===== config.mk =====
export PLATFORM = sky130hd
export DESIGN_NAME = tvr_scan_ctrl
export DESIGN_NICKNAME = d
export VERILOG_FILES = /design/src/rtl/tvr_scan_ctrl.sv
export SDC_FILE = /design/constraint.sdc
export NUM_CORES = 1
export LEC_CHECK = 0
export ABC_AREA = 1
export BUFFER_PORTS_ARGS = -buffer_cell sky130_fd_sc_hd__buf_2
export CAP_MARGIN = 10
export CORE_UTILIZATION = 57
export CTS_BUF_LIST = sky130_fd_sc_hd__clkbuf_2 sky130_fd_sc_hd__clkbuf_4 sky130_fd_sc_hd__clkbuf_8
export DETAILED_ROUTE_END_ITERATION = 8
export PLACE_DENSITY = 0.79
export SLEW_MARGIN = 20
export SYNTH_ARGS = -nofsm -noshare
export SYNTH_HDL_FRONTEND = slang
export SYNTH_SLANG_ARGS = --single-unit

===== constraint.sdc =====
create_clock -name clk_in -period 7.8 [get_ports clk_in]
set_input_delay 0.39 -clock clk_in [delete_from_list [all_inputs] [get_ports clk_in]]
set_output_delay 0.39 -clock clk_in [all_outputs]
set_load 0.01 [all_outputs]

===== src/rtl/tvr_scan_ctrl.sv =====
// FM channel scanner: retunes, settles, averages the demodulator magnitude over a window
// and locks onto the first channel whose average beats the carrier-detect threshold.
module tvr_scan_ctrl #(
  parameter int CH_NUM     = 16,
  parameter int SETTLE_CYC = 256,
  parameter int AVG_LOG2   = 6,
  parameter int HOLD_WIN   = 4
) (
  input  logic                      clk_in,
  input  logic                      RST,
  input  logic                      scan_en,
  input  logic                      sample_valid,
  input  logic [11:0]               modulo,
  input  logic [23:0]               thr_gate,
  output logic [$clog2(CH_NUM)-1:0] ch_sel,
  output logic                      ch_load,
  output logic [23:0]               avg_data,
  output logic                      fm_exist,
  output logic                      audio_mute,
  output logic                      busy
);

  localparam int CH_W   = $clog2(CH_NUM);
  localparam int ST_W   = $clog2(SETTLE_CYC + 1);
  localparam int SMP_W  = AVG_LOG2;
  localparam int MISS_W = $clog2(HOLD_WIN + 1);

  localparam logic [ST_W-1:0]   SETTLE_LAST = ST_W'(SETTLE_CYC - 1);
  localparam logic [SMP_W-1:0]  SMP_LAST    = '1;
  localparam logic [MISS_W-1:0] MISS_LAST   = MISS_W'(HOLD_WIN - 1);

  localparam logic [2:0] S_IDLE    = 3'd0;
  localparam logic [2:0] S_TUNE    = 3'd1;
  localparam logic [2:0] S_SETTLE  = 3'd2;
  localparam logic [2:0] S_MEASURE = 3'd3;
  localparam logic [2:0] S_DECIDE  = 3'd4;
  localparam logic [2:0] S_LOCK    = 3'd5;

  logic [2:0]        state_q, state_d;
  logic [CH_W-1:0]   ch_sel_q, ch_sel_d;
  logic              ch_load_q, ch_load_d;
  logic [23:0]       avg_data_q, avg_data_d;
  logic              fm_exist_q, fm_exist_d;
  logic              audio_mute_q, audio_mute_d;
  logic              busy_q, busy_d;
  logic [ST_W-1:0]   settle_cnt_q, settle_cnt_d;
  logic [SMP_W-1:0]  smp_cnt_q, smp_cnt_d;
  logic [23:0]       acc_q, acc_d;
  logic [MISS_W-1:0] miss_cnt_q, miss_cnt_d;

  logic [23:0] acc_sum;
  logic [23:0] win_avg;
  logic        win_good;
  logic        win_done;

  // The sample arriving on the completing cycle is folded into that window's average.
  assign acc_sum  = acc_q + {12'd0, modulo};
  assign win_avg  = acc_sum >> AVG_LOG2;
  assign win_good = (win_avg > thr_gate);
  assign win_done = sample_valid && (smp_cnt_q == SMP_LAST);

  always_comb begin
    state_d      = state_q;
    ch_sel_d     = ch_sel_q;
    avg_data_d   = avg_data_q;
    fm_exist_d   = fm_exist_q;
    settle_cnt_d = settle_cnt_q;
    smp_cnt_d    = smp_cnt_q;
    acc_d        = acc_q;
    miss_cnt_d   = miss_cnt_q;

    if (!scan_en) begin
      state_d      = S_IDLE;
      fm_exist_d   = 1'b0;
      settle_cnt_d = '0;
      smp_cnt_d    = '0;
      acc_d        = '0;
      miss_cnt_d   = '0;
    end else begin
      case (state_q)
        S_IDLE: state_d = S_TUNE;

        S_TUNE: begin
          settle_cnt_d = '0;
          smp_cnt_d    = '0;
          acc_d        = '0;
          state_d      = S_SETTLE;
        end

        S_SETTLE: begin
          if (settle_cnt_q == SETTLE_LAST) begin
            state_d = S_MEASURE;
          end else begin
            settle_cnt_d = settle_cnt_q + ST_W'(1);
          end
        end

        S_MEASURE: begin
          if (sample_valid) begin
            acc_d     = acc_sum;
            smp_cnt_d = smp_cnt_q + SMP_W'(1);
            if (win_done) begin
              avg_data_d = win_avg;
              state_d    = S_DECIDE;
            end
          end
        end

        S_DECIDE: begin
          acc_d      = '0;
          smp_cnt_d  = '0;
          miss_cnt_d = '0;
          if (avg_data_q > thr_gate) begin
            state_d    = S_LOCK;
            fm_exist_d = 1'b1;
          end else begin
            ch_sel_d = ch_sel_q + CH_W'(1);
            state_d  = S_TUNE;
          end
        end

        // Locked windows run back to back; a run of weak windows releases the channel.
        S_LOCK: begin
          if (win_done) begin
            avg_data_d = win_avg;
            acc_d      = '0;
            smp_cnt_d  = '0;
            if (win_good) begin
              miss_cnt_d = '0;
            end else if (miss_cnt_q == MISS_LAST) begin
              miss_cnt_d = '0;
              fm_exist_d = 1'b0;
              ch_sel_d   = ch_sel_q + CH_W'(1);
              state_d    = S_TUNE;
            end else begin
              miss_cnt_d = miss_cnt_q + MISS_W'(1);
            end
          end else if (sample_valid) begin
            acc_d     = acc_sum;
            smp_cnt_d = smp_cnt_q + SMP_W'(1);
          end
        end

        default: state_d = S_IDLE;
      endcase
    end

    ch_load_d    = (state_d == S_TUNE);
    busy_d       = (state_d != S_IDLE);
    audio_mute_d = ~fm_exist_d;
  end

  always_ff @(posedge clk_in) begin
    if (RST) begin
      state_q      <= S_IDLE;
      ch_sel_q     <= '0;
      ch_load_q    <= 1'b0;
      avg_data_q   <= '0;
      fm_exist_q   <= 1'b0;
      audio_mute_q <= 1'b1;
      busy_q       <= 1'b0;
      settle_cnt_q <= '0;
      smp_cnt_q    <= '0;
      acc_q        <= '0;
      miss_cnt_q   <= '0;
    end else begin
      state_q      <= state_d;
      ch_sel_q     <= ch_sel_d;
      ch_load_q    <= ch_load_d;
      avg_data_q   <= avg_data_d;
      fm_exist_q   <= fm_exist_d;
      audio_mute_q <= audio_mute_d;
      busy_q       <= busy_d;
      settle_cnt_q <= settle_cnt_d;
      smp_cnt_q    <= smp_cnt_d;
      acc_q        <= acc_d;
      miss_cnt_q   <= miss_cnt_d;
    end
  end

  assign ch_sel     = ch_sel_q;
  assign ch_load    = ch_load_q;
  assign avg_data   = avg_data_q;
  assign fm_exist   = fm_exist_q;
  assign audio_mute = audio_mute_q;
  assign busy       = busy_q;

endmodule


==> results.tsv <==
metric	value	unit
cts_buffer_depth	2	
clk_pin_slew	0.08	ns
critPathArrivalTime	3.50	ns
max_freq	311.1	MHz
clkSinkCount	71	
wl	12480	µm
slew_violations	0	
synth_edf_count	0	
synth_cell_types	46	
fp-row-count	34	
crit_chain	ha_1, fa_1, nand2_1, nand3_1, nand3_1, nand2_1, nand2_1, nand3_2, nand2_1, nand2_1, nand2_1, inv_1, ha_1, nand2_1, inv_1, nand2_1, nor2_1, nand2_1, nand3_1, nand3_2, nand3_1, nand2_1, a21oi_1	
endpoint_kind	register	
diodes	0	
hold_class	in -> reg	
r2r_start	acc_q[0]$_SDFFE_PP0P_	
clock_latency	0.35	ns
fin_area	0.005724	mm²
leakage	3.040	nW
synth-async-reset-ratio	0	%
ys_ff_latch	71	
setup_tns	0	ns
crit_buf_inv	2	
vias_per_cell	5.232	
first_iter_violations	209	
grt_pass1_wl	21290	µm
fp.dieH	97.14	µm
core_area	0.008721	mm²
p_per_area	136.6	mW/mm²
synth_top_area_share	27.55	%
yosysSeqAreaShare	27.55	%
num_vias	5075	
grt_max_degree	27	
critPathSlowestCell	fa_1	
cts_root_buf	clkbuf_8	
place_hpwl	9609	µm
status	finished clean	
critical_path.max_fanout	6	
cts_resized	0	
ys.flop_type	dfxtp_1	
ir_drop	92.69	µV
cp_slowest_stage_delay	0.39	ns
wl_per_cell	12.86	µm
drcViolationCount	0	
ios	72	
post-cts-setup-buffer-count	0	
yosys_warnings	0	
yosysTopAreaCell	dfxtp_1	
first_global_vias	4781	
period_minus_slack	3.214	ns
grt.total_usage	27.60	%
ant_nets	0	
ctsHoldBuffers	0	
nNetsFinal	951	
antenna_found_initial	0	
die_w	97.14	µm
portBuffers	65	
crit_start	acc_q[0]$_SDFFE_PP0P_	
period_share	41.21	%
final_layout_size_suffix_gt1_share	14.04	%
syn_area	0.005159	mm²
area_delta_synth_final	10.96	%
worstMarginPinSlew	0.7881	ns
htreeDepth	3	
relSlewSlack	47.27	%
finalSetupViolations	0	
power.total	0.0007817	W
crit_type	reg -> reg	
numCtsBuffers	9	
maxCapViolations	0	
cp.required	8.08	ns
grt_overflow	0	
crit_family	simple AND/OR/NAND/NOR gates	
ys_top_cells_by_area	dfxtp_1 28%, nand2_1 15%, ha_1 13%	
rsz0062_at_grt	no	
start_kind	register	
gp_congestion	0.9157	
place_area	0.005515	mm²
cts_tree	done	
finalHoldViolCount	0	
dieArea	0.009435	mm²
avgSynthCellArea	6.481	µm²
path_common_cell	nand2_1	
start_util	59.15	%
syn_inst	796	
firstDrtPassIters	5	
min_from	scan_en	
fin_skew	0.01005	ns
cell type report:
| cell class | count | area, µm² |
|---|---|---|
| timing repair buffer | 66 | 332.8 |
| sequential | 71 | 1421 |
| inverter | 129 | 489.2 |
| clock inverter | 5 | 63.81 |
| fill | 816 | 2997 |
| multi-input combinational | 580 | 3137 |
| tap | 108 | 135.1 |
| clock buffer | 11 | 145.1 |
kinds of logic after synthesis:
| kind of cell | Yosys count | share of synthesized area (%) |
|---|---|---|
| flops | 71 | 27.55 |
| buf+inv | 150 | 12.01 |
| fa+ha+maj | 54 | 13.24 |
| xor+xnor | 11 | 1.868 |
| simple gates | 375 | 31.24 |
| compound gates | 134 | 14.02 |
| other cells | 1 | 0.07269 |
cells in the mapped netlist (6+ instances only):
cell type and number:
xor2_1 8, nand2_2 6, a21oi_1 74, inv_1 111, o21ai_0 25, ha_1 53
nand3_1 40, nand4_1 7, nor3_1 17, nor2_1 84, inv_2 16, o21ai_1 14
nand2_1 201, dfxtp_1 71, clkbuf_1 8, buf_4 7
flip-flops by register name (all words and copies together), names as in the netlist:
signal        flops
acc_q            24
audio_mute        1
avg_data         18
busy              1
ch_load           1
ch_sel            4
fm_exist          1
miss_cnt_q        3
settle_cnt_q      9
smp_cnt_q         6
state_q           3
tightest hold or removal path, cell delays in order:
cell and delay, ns:
buf_2 0.11, nand3_1 0.14, inv_1 0.08
per-layer routing:
metal  part of all wire [%]  routed length, µm  GRT usage [%]
met3                    4.2                528          3.237
met1                     48               5964          35.73
met2                     46               5745          46.48
met5                      0                  0              0
met4                    1.9                240          11.60
report_power, final:
part,leakage [nW],total (W),internal (W),switching (W)
clock,0.104,0.000316,0.000163,0.000153
combinational,2.36,0.0000963,0.0000328,0.0000635
sequential,0.573,0.000369,0.000366,0.00000350
placed cells by master (no fill, tap or decap), types with 6 or more instances in the layout:
cell,synthesis,routed
inv_2,16,16
nand3_1,40,40
a21oi_1,74,74
clkbuf_8,0,10
nand2_1,201,201
inv_1,111,111
nand4_1,7,7
o21ai_1,14,14
conb_1,1,6
buf_2,2,65
ha_1,53,53
o21ai_0,25,25
dfxtp_1,71,71
nor2_1,84,84
nand2_2,6,6
nor3_1,17,17
xor2_1,8,8
per-stage QoR:
stage	hold slack, ns	setup slack (ns)	util [%]	std cells
final	0.4004	4.586	65.64	970
after global routing	0.4397	4.218	65.64	970
after CTS	0.3892	4.595	65.64	970
after detailed placement	0.4349	4.412	63.24	954
after global placement	0.4341	4.528	63.24	954
after floorplan	0.4251	4.924	-	801
final timing paths:
kind | to | slack (ns) | cells past startpoint
worst min register to register | miss_cnt_q[2]$_SDFFE_PP0P_ | 0.45 | 2
worst min-delay path | busy$_SDFF_PP0_ | 0.40 | 3
worst max register to register | ch_sel[0]$_SDFFE_PP0P_ | 4.59 | 23
worst max-delay path | ch_sel[0]$_SDFFE_PP0P_ | 4.59 | 23
Power figures use the tool's default switching activity.
